**config.mk**
```make
export PLATFORM = sky130hd
export DESIGN_NAME = demux1to4_reg
export DESIGN_NICKNAME = d
export VERILOG_FILES = /design/src/rtl/demux1to4_reg.sv
export SDC_FILE = /design/constraint.sdc
export NUM_CORES = 1
export LEC_CHECK = 0
export CAP_MARGIN = 25
export CORE_AREA = 10 10 47 49
export CTS_BUF_LIST = sky130_fd_sc_hd__clkbuf_4 sky130_fd_sc_hd__clkbuf_8 sky130_fd_sc_hd__clkbuf_16
export CTS_CLUSTER_DIAMETER = 40
export DETAILED_ROUTE_END_ITERATION = 10
export DIE_AREA = 0 0 57 59
export DONT_BUFFER_PORTS = 1
export PLACE_DENSITY = 0.57
export SYNTH_ARGS = -nofsm -noshare
export SYNTH_HDL_FRONTEND = slang
export SYNTH_SLANG_ARGS = --single-unit
```
**constraint.sdc**
```tcl
create_clock -name clk -period 1.7 [get_ports clk]
set_input_delay 0.425 -clock clk [delete_from_list [all_inputs] [get_ports clk]]
set_output_delay 0.425 -clock clk [all_outputs]
set_load 0.05 [all_outputs]
```
**src/rtl/demux1to4_reg.sv**
```systemverilog
// Registered 1-to-4 demultiplexer with valid/ready handshake and one holding register per lane.
// Optional per-lane transfer counters are enabled by defining DEMUX1TO4_STATS_EN.
module demux1to4_reg #(
  parameter int unsigned WIDTH = 1
) (
  input  logic               clk,
  input  logic               rst,
  input  logic [WIDTH-1:0]   in_data,
  input  logic               in_valid,
  output logic               in_ready,
  input  logic [1:0]         sel,
  input  logic               auto_en,
  output logic [4*WIDTH-1:0] out_data,
  output logic [3:0]         out_valid,
  input  logic [3:0]         out_ready,
`ifdef DEMUX1TO4_STATS_EN
  output logic [31:0]        lane_cnt,
`endif
  output logic [1:0]         ptr
);

  logic [4*WIDTH-1:0] data_q, data_d;
  logic [3:0]         valid_q, valid_d;
  logic [1:0]         ptr_q, ptr_d;
  logic [1:0]         dest;
  logic               xfer;
  logic [3:0]         load;

  assign dest     = auto_en ? ptr_q : sel;
  assign in_ready = ~valid_q[dest] | out_ready[dest];
  assign xfer     = in_valid & in_ready;

  always_comb begin
    load    = 4'b0000;
    valid_d = valid_q;
    data_d  = data_q;
    for (int k = 0; k < 4; k++) begin
      load[k] = xfer && (dest == 2'(k));
      // A lane stays full if refilled, or if its consumer has not taken the word yet.
      valid_d[k] = load[k] | (valid_q[k] & ~out_ready[k]);
      if (load[k]) begin
        data_d[k*WIDTH +: WIDTH] = in_data;
      end
    end
  end

  always_comb begin
    ptr_d = ptr_q;
    if (xfer && auto_en) begin
      ptr_d = ptr_q + 2'd1;
    end
  end

  always_ff @(posedge clk or posedge rst) begin
    if (rst) begin
      data_q  <= '0;
      valid_q <= 4'b0000;
      ptr_q   <= 2'b00;
    end else begin
      data_q  <= data_d;
      valid_q <= valid_d;
      ptr_q   <= ptr_d;
    end
  end

  assign out_data  = data_q;
  assign out_valid = valid_q;
  assign ptr       = ptr_q;

`ifdef DEMUX1TO4_STATS_EN
  logic [31:0] cnt_q, cnt_d;

  always_comb begin
    cnt_d = cnt_q;
    for (int k = 0; k < 4; k++) begin
      if (load[k] && (cnt_q[k*8 +: 8] != 8'hff)) begin
        cnt_d[k*8 +: 8] = cnt_q[k*8 +: 8] + 8'd1;
      end
    end
  end

  always_ff @(posedge clk or posedge rst) begin
    if (rst) begin
      cnt_q <= '0;
    end else begin
      cnt_q <= cnt_d;
    end
  end

  assign lane_cnt = cnt_q;
`endif

endmodule
```
==> results of run 1 <==
==> cell usage in the layout (no fill, tap or decap), types with 2 or more instances in the layout <==
master / n
nand2_1: 3
dfrtp_2: 2
nand2b_1: 4
mux2_2: 4
dfrtp_1: 8
nand3_1: 3
nor3_1: 2
clkbuf_4: 3
nor2b_1: 2
buf_4: 9
o21bai_1: 2
mux2i_4: 3
o21ai_0: 4
==> state kept, by name, indices dropped and copies added, names as in the netlist <==
name       flops
ptr            2
out_data       4
out_valid      4
==> through the flow <==
stage | hold WS, ns | worst slack, ns | area (um2) | std cells | total power (W)
finish | 0.0239 | -0.163 | 707 | 77 | 0.00136
global route | 0.0378 | -0.214 | 707 | 77 | 0.00144
CTS | 0.0261 | -0.179 | 692 | 75 | 0.00136
detailed placement | 0.310 | 0.0346 | 644 | 70 | 0.00113
global placement | 0.305 | 0.0377 | 644 | 70 | 0.00111
floorplan | 0.265 | -0.0150 | 552 | 46 | 0.000959
==> power by group through the flow <==
stage          registers, W  logic (W)  clock network (W)
6_report           0.000574   0.000581           0.000205
5_1_grt            0.000590   0.000624           0.000227
4_1_cts            0.000577   0.000572           0.000211
3_5_place_dp       0.000584   0.000547                  0
3_3_place_gp       0.000578   0.000535                  0
2_1_floorplan      0.000726   0.000233                  0
==> metal layers <==
metal	routed length (um)	GRT usage [%]	vias up
met5	0	0	-
met4	0	3.02	0
met3	218	6.22	0
met2	648	13.5	19
met1	434	7.02	195
li1	-	-	199
==> what timing repair did <==
| action | in CTS | in global routing |
|---|---|---|
| buffers inserted | 1 | 2 |
| gates resized for setup | 1 | 0 |
| setup endpoints to repair | 1 | 1 |
==> cells in the mapped netlist, drive strengths merged <==
cell type	n
o2bb2ai	1
inv	1
a21oi	1
nor2b	3
mux2i	4
mux2	5
nand2b	4
nor3	2
nand3	3
o21ai	5
o31ai	1
o21bai	2
nand2	3
dfrtp	10
nand4	1
==> layout make-up <==
cell class / instances / area (um2) / area share [%]
clock buffers: 4 / 36.3 / 5.13
inverters: 1 / 3.75 / 0.531
multi-input cells: 35 / 295 / 41.8
flip-flops and latches: 10 / 253 / 35.8
well taps: 16 / 20.0 / 2.83
repair buffers: 11 / 98.8 / 14.0
==> logic make-up after synthesis <==
kind of cell / after synthesis / share of synthesized area [%]
multiplexers: 9 / 20.4
buffers and inverters: 1 / 0.738
AND/OR/NAND/NOR: 16 / 17.5
flip-flops: 10 / 49.3
AO/OA/AOI/OAI: 10 / 12.1
==> worst min path at each step <==
stage	start	end	slack, ns
3_3_place_gp	rst	out_data[1]	0.30
5_1_grt	rst	out_data[2]	0.04
2_1_floorplan	rst	out_data[0]	0.27
3_5_place_dp	rst	out_data[3]	0.31
4_1_cts	rst	out_data[2]	0.03
6_report	rst	out_data[2]	0.02
==> worst max-delay path, delay by kind of cell, from the launching register on <==
family,cells,cell delay [ns]
DFF,1,0.42
buffers and inverters,1,0.16
muxes,3,0.60
==> results.md, run 1 <==
* Result of the run: complete, but fails checks
* Violations in the final reports: setup timing
* Area enclosed by the die boundary at 3360 um2
* Wirelength, routed at approximately 1300 um
* Die Height at 59 um
* # diodes at 0
* Count of cell types in the netlist at 18
* Post-synth top area share at between 40% and 50%
* Flip-flop and latch count after synthesis at 10
* Final critical path time including I/O delays and setup at around 1.9 ns
* Overflow after GRT at 0
* Portion of total power attributed to the clock network at 15.1%
* CP required at about 1.3 ns
* Highest-delay cell along the critical path: dfrtp_2
* Reg-to-reg startpoint: ptr[1]
* Final standard cell utilization of the core at between 50% and 60%
* Antenna violations before repair at 0
* Number of hold-repair buffers added at the cts stage at 0
* Least setup slack across all paths after layout at -0.163 ns
* Power dissipated by switching net loads at ~0.00065 W
* CTS clock-pin slew for the worst setup and hold paths at about 0.06 ns
* Synthesized instance count at 46
* Die outline width at ~57 um
* Sinks on the clock net at 10
* Placeable core area at 1400 um2
* Int Power at slightly above 0.0007 W
* Period Utilization, post-route at 110%
* Via count of the first global-routing pass at between 400 and 500
* Vias at around 410
* Inserted Clock Buffers at 3
* Count of buffers inserted at the top-level ports at 0
* First-pass GRT wire length at roughly 2100 um
* Final Hold Violating Endpoints at 0
* Total setup violations reported at the end of the flow at 1
* TritonCTS clock tree: yes
* Arr. time, crit path at 1.44 ns
* Capturing element type of the critical path: output port
* Area growth from synthesis to final layout at 39.2%
* Leading cell types by total area after synthesis: dfrtp_1 49%, mux2_2 8.9%, mux2i_1 5.9%
* R2R depth at 4
* Largest voltage drop on the vdd net at between 900 and 1000 uV
* Starting utilization of the core area at 36.2%
* Maximum clock frequency at about 540 MHz
* Sequential power share at around 42%
* Most Frequent Cell on Critical Path: mux2i_4
* Placed wire-length estimate at approximately 1100 um
* Sequential-to-total area share from yosys stat at ~49%
* Kind of start point of the critical path: flip-flop
* Setup repair after global routing missed its margin: yes
* Number of levels in the clock H-tree at 1
* Yosys warnings at 0
* DR vias/cell at between 5 and 6
* Fraction of final layout cells with drive strength greater than 1 at about 46%
* Post-route DRC at 0
* Fraction of power consumed by combinational cells at 42.7%
* Clock skew at about 0.0027 ns
* Remaining antenna violation count after routing at 0
* Number of DRC markers after the initial detailed-route iteration at 8
* Number of pins with negative max-slew slack in the final report at 0
* Mean area per synthesized cell at between 10 and 15 um2
* CP cell instances: mux2i_4 -> mux2i_2 -> mux2i_4 -> buf_12
* Largest net degree at the start of global routing at 11
* Maximum net fanout on the critical path at 2
* Worst flop-to-flop path endpoint: out_data[0]
* Cell type with the highest aggregate area in the netlist: dfrtp_1
* Nets at 73
* Number of nets produced by synthesis at 57
* Capture point of the critical path: in_ready
* Startpoint-to-endpoint class of the critical path: flip-flop to output port
* Fill cell instance count of the final layout at around 130
* Min-Delay Path Class: input pin to asynchronous set/reset pin
* CP Launch Point: ptr[1]
* Placer Congestion at between 0.7 and 0.8
* Clock network latency to the later pin of the worst-skew pair at about 0.26 ns
* Buffers from clock root to sink, at most at 2
* Number of placement rows at 14
* Post-synthesis instance area at about 500 um2
* Max-cap violations at 0
* DRT Pass-1 Iters at 5
* CP max stage delay at about 0.42 ns
* Number of top-level design ports at 22
* Final-layout setup total negative slack at -0.163 ns
* Switching share of power at between 40% and 50%
* Reg2reg setup slack at 0.16 ns
* Static leakage power at roughly 0.30 nW
* Average wire per cell in the routed design at between 15 and 20 um
* Power per unit of standard cell area at ~1900 nW/um2
* All-Layer GR Usage at approximately 8%
* Worst Max-Slew Pin Slew at about 0.49 ns
* Buffer type at the clock tree root: clkbuf_4
* Rel. slew slack at between 60% and 70%
Note: power is estimated with default switching activity, not from simulation.
==> run 2: changes to the inputs <==
--- a/constraint.sdc
+++ b/constraint.sdc
@@ -3,2 +3,2 @@
 set_output_delay 0.425 -clock clk [all_outputs]
-set_load 0.05 [all_outputs]
+set_load 0.1 [all_outputs]
==> run 2 against run 1 <==
- the flow still finishes with violations (setup timing)
- final cell count is 5.2% higher
- first-iteration DRC count is 63% lower
- count of clock-buffer cells in the layout stayed put
==> results.md, run 2 (same netlist as run 1, synthesis figures left out) <==
* Least setup slack across all paths after layout at -0.313 ns (-0.150 ns)
* Area enclosed by the die boundary at 3360 um2 (unchanged)
* Die Height at 59 um (unchanged)
* Capturing element type of the critical path: output port
* Maximum clock frequency at 497 MHz (-7.4%)
* Total length of routed met3 wires at 151 um (-31%)
* Placer Congestion at 0.695 (-8.1%)
* Rel. slew slack at 39.4% (-28 points)
* Number of top-level design ports at 22 (unchanged)
* Met2 wire length at 662 um (+2.2%)
* Arr. time, crit path at 1.59 ns (+0.15 ns)
* Setup repair after global routing missed its margin: yes
* Via count of the first global-routing pass at 446 (-3.7%)
* Worst Max-Slew Pin Slew at 0.910 ns (+0.415 ns)
* Violations in the final reports: setup timing
* Maximum net fanout on the critical path at 3 (+1)
* Total setup violations reported at the end of the flow at 1 (unchanged)
* Max-cap violations at 0 (unchanged)
* Startpoint-to-endpoint class of the critical path: flip-flop to output port
* Clock skew at 0.000448 ns (-0.00227 ns)
* Placed wire-length estimate at 1080 um (-1.4%)
* Min-Delay Path Class: input pin to asynchronous set/reset pin
* Starting utilization of the core area at 36.2% (unchanged)
* Number of DRC markers after the initial detailed-route iteration at 3 (-5)
* Period Utilization, post-route at 118% (+8.8 points)
* Area growth from synthesis to final layout at 46.6%
* Largest net degree at the start of global routing at 11 (unchanged)
* Wirelength, routed at 1320 um (+1.4%)
* All-Layer GR Usage at 8.33% (+0.36 points)
* # diodes at 0 (unchanged)
* Number of placement rows at 14 (unchanged)
* DRT Pass-1 Iters at 4 (-1)
* Inserted Clock Buffers at 3 (unchanged)
* R2R depth at 3 (-1)
* CTS clock-pin slew for the worst setup and hold paths at 0.07 ns (about the same)
* Final Hold Violating Endpoints at 0 (unchanged)
* TritonCTS clock tree: yes
* Vias at 427 (+3.4%)
* Number of hold-repair buffers added at the cts stage at 0 (unchanged)
* Top metal layer carrying routed signals: met4
* Overflow after GRT at 0 (unchanged)
* Number of pins with negative max-slew slack in the final report at 0 (unchanged)
* Commonest cells after routing, fill and taps aside: 13 x buf_4, 5 x dfrtp_2
* Die outline width at 57 um (unchanged)
* Post-route DRC at 0 (unchanged)
* Count of placed standard cells in the final layout, fillers left out at 81 (+5.2%)
* DR vias/cell at 5.27 (-1.7%)
* Placeable core area at 1400 um2 (unchanged)
* Fill cell instance count of the final layout at 132 (+0.76%)
* Kind of start point of the critical path: flip-flop
* Antenna violations before repair at 0 (unchanged)
* Remaining antenna violation count after routing at 0 (unchanged)
* Clock network latency to the later pin of the worst-skew pair at 0.27 ns (about the same)
* Fraction of final layout cells with drive strength greater than 1 at 55.4% (+9.5 points)
* Met1 routed wirelength after detailed routing at 498 um (+15%)
* Buffer type at the clock tree root: clkbuf_4
* Count of buffers inserted at the top-level ports at 0 (unchanged)
* CP required at 1.27 ns (about the same)
* Final critical path time including I/O delays and setup at 2.01 ns (+0.150 ns)
* Buffers from clock root to sink, at most at 2 (unchanged)
* Result of the run: complete, but fails checks
* Average wire per cell in the routed design at 16.3 um (-3.6%)
* Sinks on the clock net at 10 (unchanged)
* Nets at 77 (+5.5%)
* Most common library cell in the layout ignoring fill and taps: buf_4
* Number of cells in the design after placement at 75 (+7.1%)
* First-pass GRT wire length at 2180 um (+2.3%)
* Number of levels in the clock H-tree at 1 (unchanged)
==> run 2: per-layer routing <==
| metal | vias to the layer above | global-route usage (%) |
|---|---|---|
| met2 | 15 | 13.5 |
| met4 | 0 | 4.03 |
| met3 | 2 | 6.44 |
| met1 | 205 | 7.54 |
| li1 | 205 | - |
| met5 | - | 0 |
==> run 2: layout make-up <==
cell class	instances	area [um2]	area share, %
sequential	10	260	35.0
inverter	1	3.75	0.504
tap	16	20.0	2.69
clock buffer	4	36.3	4.87
timing repair buffer	15	129	17.3
multi-input combinational	35	295	39.7
==> run 2: worst paths after layout <==
| check | from | end | slack (ns) |
|---|---|---|---|
| worst max-delay path | ptr[1] | in_ready | -0.31 |
| worst min-delay path | rst | out_data[1] | 0.01 |
| worst max register to register | ptr[1] | out_data[0] | 0.17 |
| worst min register to register | out_valid[1] | out_valid[1] | 0.58 |
| max in group asynchronous | rst | ptr[1] | 1.38 |
| min in group clk | in_data | out_data[1] | 0.30 |
==> run 2: per-stage QoR <==
| stage | area (um2) | TNS [ns] | worst slack [ns] | hold slack [ns] | util [%] |
|---|---|---|---|---|---|
| floorplan | 559 | -0.378 | -0.378 | 0.265 | - |
| global placement | 689 | 0 | 0.0136 | 0.307 | 49.2 |
| detailed placement | 689 | -0.00610 | -0.00610 | 0.316 | 49.2 |
| CTS | 733 | -0.301 | -0.301 | 0.0260 | 52.3 |
| global route | 744 | -0.377 | -0.377 | 0.0287 | 53.1 |
| finish | 744 | -0.313 | -0.313 | 0.0148 | 53.1 |
==> run 2: what timing repair did <==
item | in CTS | in global routing
resized for setup | 0 | 1
endpoints found under the setup margin | 1 | 1
buffers inserted | 1 | 1
endpoints found under the hold margin | 0 | 0
==> run 2: critical path, cell delays in order (launching register included) <==
cell and delay, ns:
dfrtp_4 0.50, mux2i_4 0.21, mux2i_2 0.32, mux2i_4 0.11
buf_12 0.18
Power of run 2 is not shown: default switching activity piles up to over one toggle a cycle in this logic, so the estimate is an artifact.
==> run 3: changes to the inputs <==
- CTS_BUF_LIST: sky130_fd_sc_hd__clkbuf_4 sky130_fd_sc_hd__clkbuf_8 sky130_fd_sc_hd__clkbuf_16 -> sky130_fd_sc_hd__clkbuf_16
- clock period: 1.7 -> 2.26 ns (I/O delays scaled with it)
==> run 3 against run 2 <==
- the run now ends clean
- clock skew up 0.0017 ns
- non-clock buffer count down 8
- global-route usage shrank 0.15 points
- wire length decreased by 2.9%
- cell area down 3.9%
- hold slack better by 0.17 ns
- worst setup slack better by 0.40 ns
- critical path depth stayed put
- sequential share of layout area grew 1.4 points
- die area stayed put
==> results.md, run 3 (same netlist as run 1, synthesis figures left out) <==
* Setup repair after global routing missed its margin: no
* Busiest grt layer: met2
* DRT Pass-1 Iters at 6 (+2)
* Remaining antenna violation count after routing at 0 (unchanged)
* Max-cap violations at 0 (unchanged)
* Fraction of final layout cells with drive strength greater than 1 at 46.4% (-9.0 points)
* CP required at 1.69 ns (+0.42 ns)
* Period Utilization, post-route at around 96%
* Placer Congestion at 0.731 (+5.1%)
* Min-Delay Path Class: input pin to asynchronous set/reset pin
* Final Hold Violating Endpoints at 0 (unchanged)
* Arr. time, crit path at 1.60 ns (about the same)
* Vias at 393 (-8.0%)
* Via count of the first global-routing pass at 442 (-0.90%)
* # diodes at 0 (unchanged)
* Overflow after GRT at 0 (unchanged)
* Most Frequent Cell on Critical Path: mux2i_4
* All-Layer GR Usage at 8.18% (-0.15 points)
* Wirelength, routed at 1280 um (-2.9%)
* Final-layout setup total negative slack at 0 ns (+0.313 ns)
* Number of pins with negative max-slew slack in the final report at 0 (unchanged)
* Rel. slew slack at 40.0% (+0.63 points)
* Count of buffers inserted at the top-level ports at 0 (unchanged)
* Starting utilization of the core area at 36.2% (unchanged)
* Buffer type at the clock tree root: clkbuf_16
* First-pass GRT wire length at 2130 um (-2.5%)
* CP max stage delay at 0.48 ns (-0.02 ns)
* Startpoint-to-endpoint class of the critical path: flip-flop to output port
* Most common library cell in the layout ignoring fill and taps: buf_4
* Placed wire-length estimate at 1070 um (-1.5%)
* Maximum clock frequency at ~460 MHz
* Nets at 69 (-10%)
* Highest-delay cell along the critical path: dfrtp_4
* Area enclosed by the die boundary at 3360 um2 (unchanged)
* Met3 demand-to-capacity share in global routing at 4.94% (-1.5 points)
* CTS clock-pin slew for the worst setup and hold paths at 0.04 ns (-0.03 ns)
* Number of DRC markers after the initial detailed-route iteration at 5 (+2)
* Commonest cells after routing, fill and taps aside: 6 x buf_4, 5 x dfrtp_2
* Worst Max-Slew Pin Slew at 0.900 ns (-0.00942 ns)
* Number of levels in the clock H-tree at 1 (unchanged)
* Largest net degree at the start of global routing at 11 (unchanged)
* Clock network latency to the later pin of the worst-skew pair at 0.24 ns (-0.03 ns)
* Die outline width at 57 um (unchanged)
* Post-CTS resize count at 0 (unchanged)
* Met2 GRT Util at 13.2% (-0.31 points)
* Clock skew at 0.00217 ns (+0.00173 ns)
* Capturing element type of the critical path: output port
* TritonCTS clock tree: yes
* Result of the run: finished clean
* Antenna violations before repair at 0 (unchanged)
* Average wire per cell in the routed design at 17.8 um (+9.3%)
* Post-route DRC at 0 (unchanged)
* Met1 track demand over resource in global routing at 7.51% (-0.037 points)
* DR vias/cell at 5.46 (+3.5%)
* Placeable core area at 1400 um2 (unchanged)
* Buffers from clock root to sink, at most at 2 (unchanged)
* Final critical path time including I/O delays and setup at ~2.2 ns
* Number of top-level design ports at 22 (unchanged)
* Sinks on the clock net at 10 (unchanged)
* Number of hold-repair buffers added at the cts stage at 0 (unchanged)
* Maximum net fanout on the critical path at 7 (+4)
* Area growth from synthesis to final layout at 40.9%
* Number of placement rows at 14 (unchanged)
* Inserted Clock Buffers at 3 (unchanged)
* Die Height at 59 um (unchanged)
* Buffer count from post-CTS setup fixing at 0 (-1)
* Total setup violations reported at the end of the flow at 0 (-1)
* CP cell instances: mux2i_4 -> mux2i_2 -> mux2i_4 -> buf_12
* Kind of start point of the critical path: flip-flop
[run 3: cell types whose count changed in the layout (fill, tap and decap cells not counted), sizes merged]
cell,delta
clkbuf,-1
buf,-8
[run 3: area by class of cell]
cell class,count,area [um2]
clock buffers,3,75.1
well taps,16,20.0
inverters,1,3.75
fillers,127,686
repair buffers,7,65.1
flip-flops and latches,10,260
multi-input cells,35,292
[run 3: metrics by stage]
| step | util [%] | hold slack (ns) | cell area (um2) | cells | setup WS [ns] |
|---|---|---|---|---|---|
| after floorplan | - | 0.405 | 552 | 46 | 0.0293 |
| after global placement | 45.4 | 0.447 | 637 | 69 | 0.218 |
| after detailed placement | 45.4 | 0.458 | 637 | 69 | 0.156 |
| after CTS | 50.8 | 0.206 | 712 | 72 | 0.0465 |
| after global routing | 51.1 | 0.217 | 716 | 72 | 0.0448 |
| final | 51.1 | 0.189 | 716 | 72 | 0.0919 |
[run 3: critical path: cells and delay by family (launching register included)]
family	cells	cell delay [ns]
DFF	1	0.48
buffers and inverters	1	0.18
muxes	3	0.70
[run 3: path summary, 6_finish.rpt]
check	from	endpoint	slack, ns	depth (start not counted)
setup / recovery	ptr[1]	in_ready	0.09	4
hold / removal	rst	out_data[1]	0.19	1
setup reg to reg	ptr[1]	out_data[0]	0.47	4
hold reg to reg	out_valid[2]	out_valid[2]	0.55	2
max in group asynchronous	rst	ptr[1]	1.77	1
min in group clk	in_data	out_data[1]	0.48	1
[run 3: layer usage]
layer  vias up  routed length [um]
met5         -                   0
li1        188                   -
met2        17                 661
met3         3                 145
met1       185                 441
met4         0                  31
Power of run 3 is left out for the same reason.
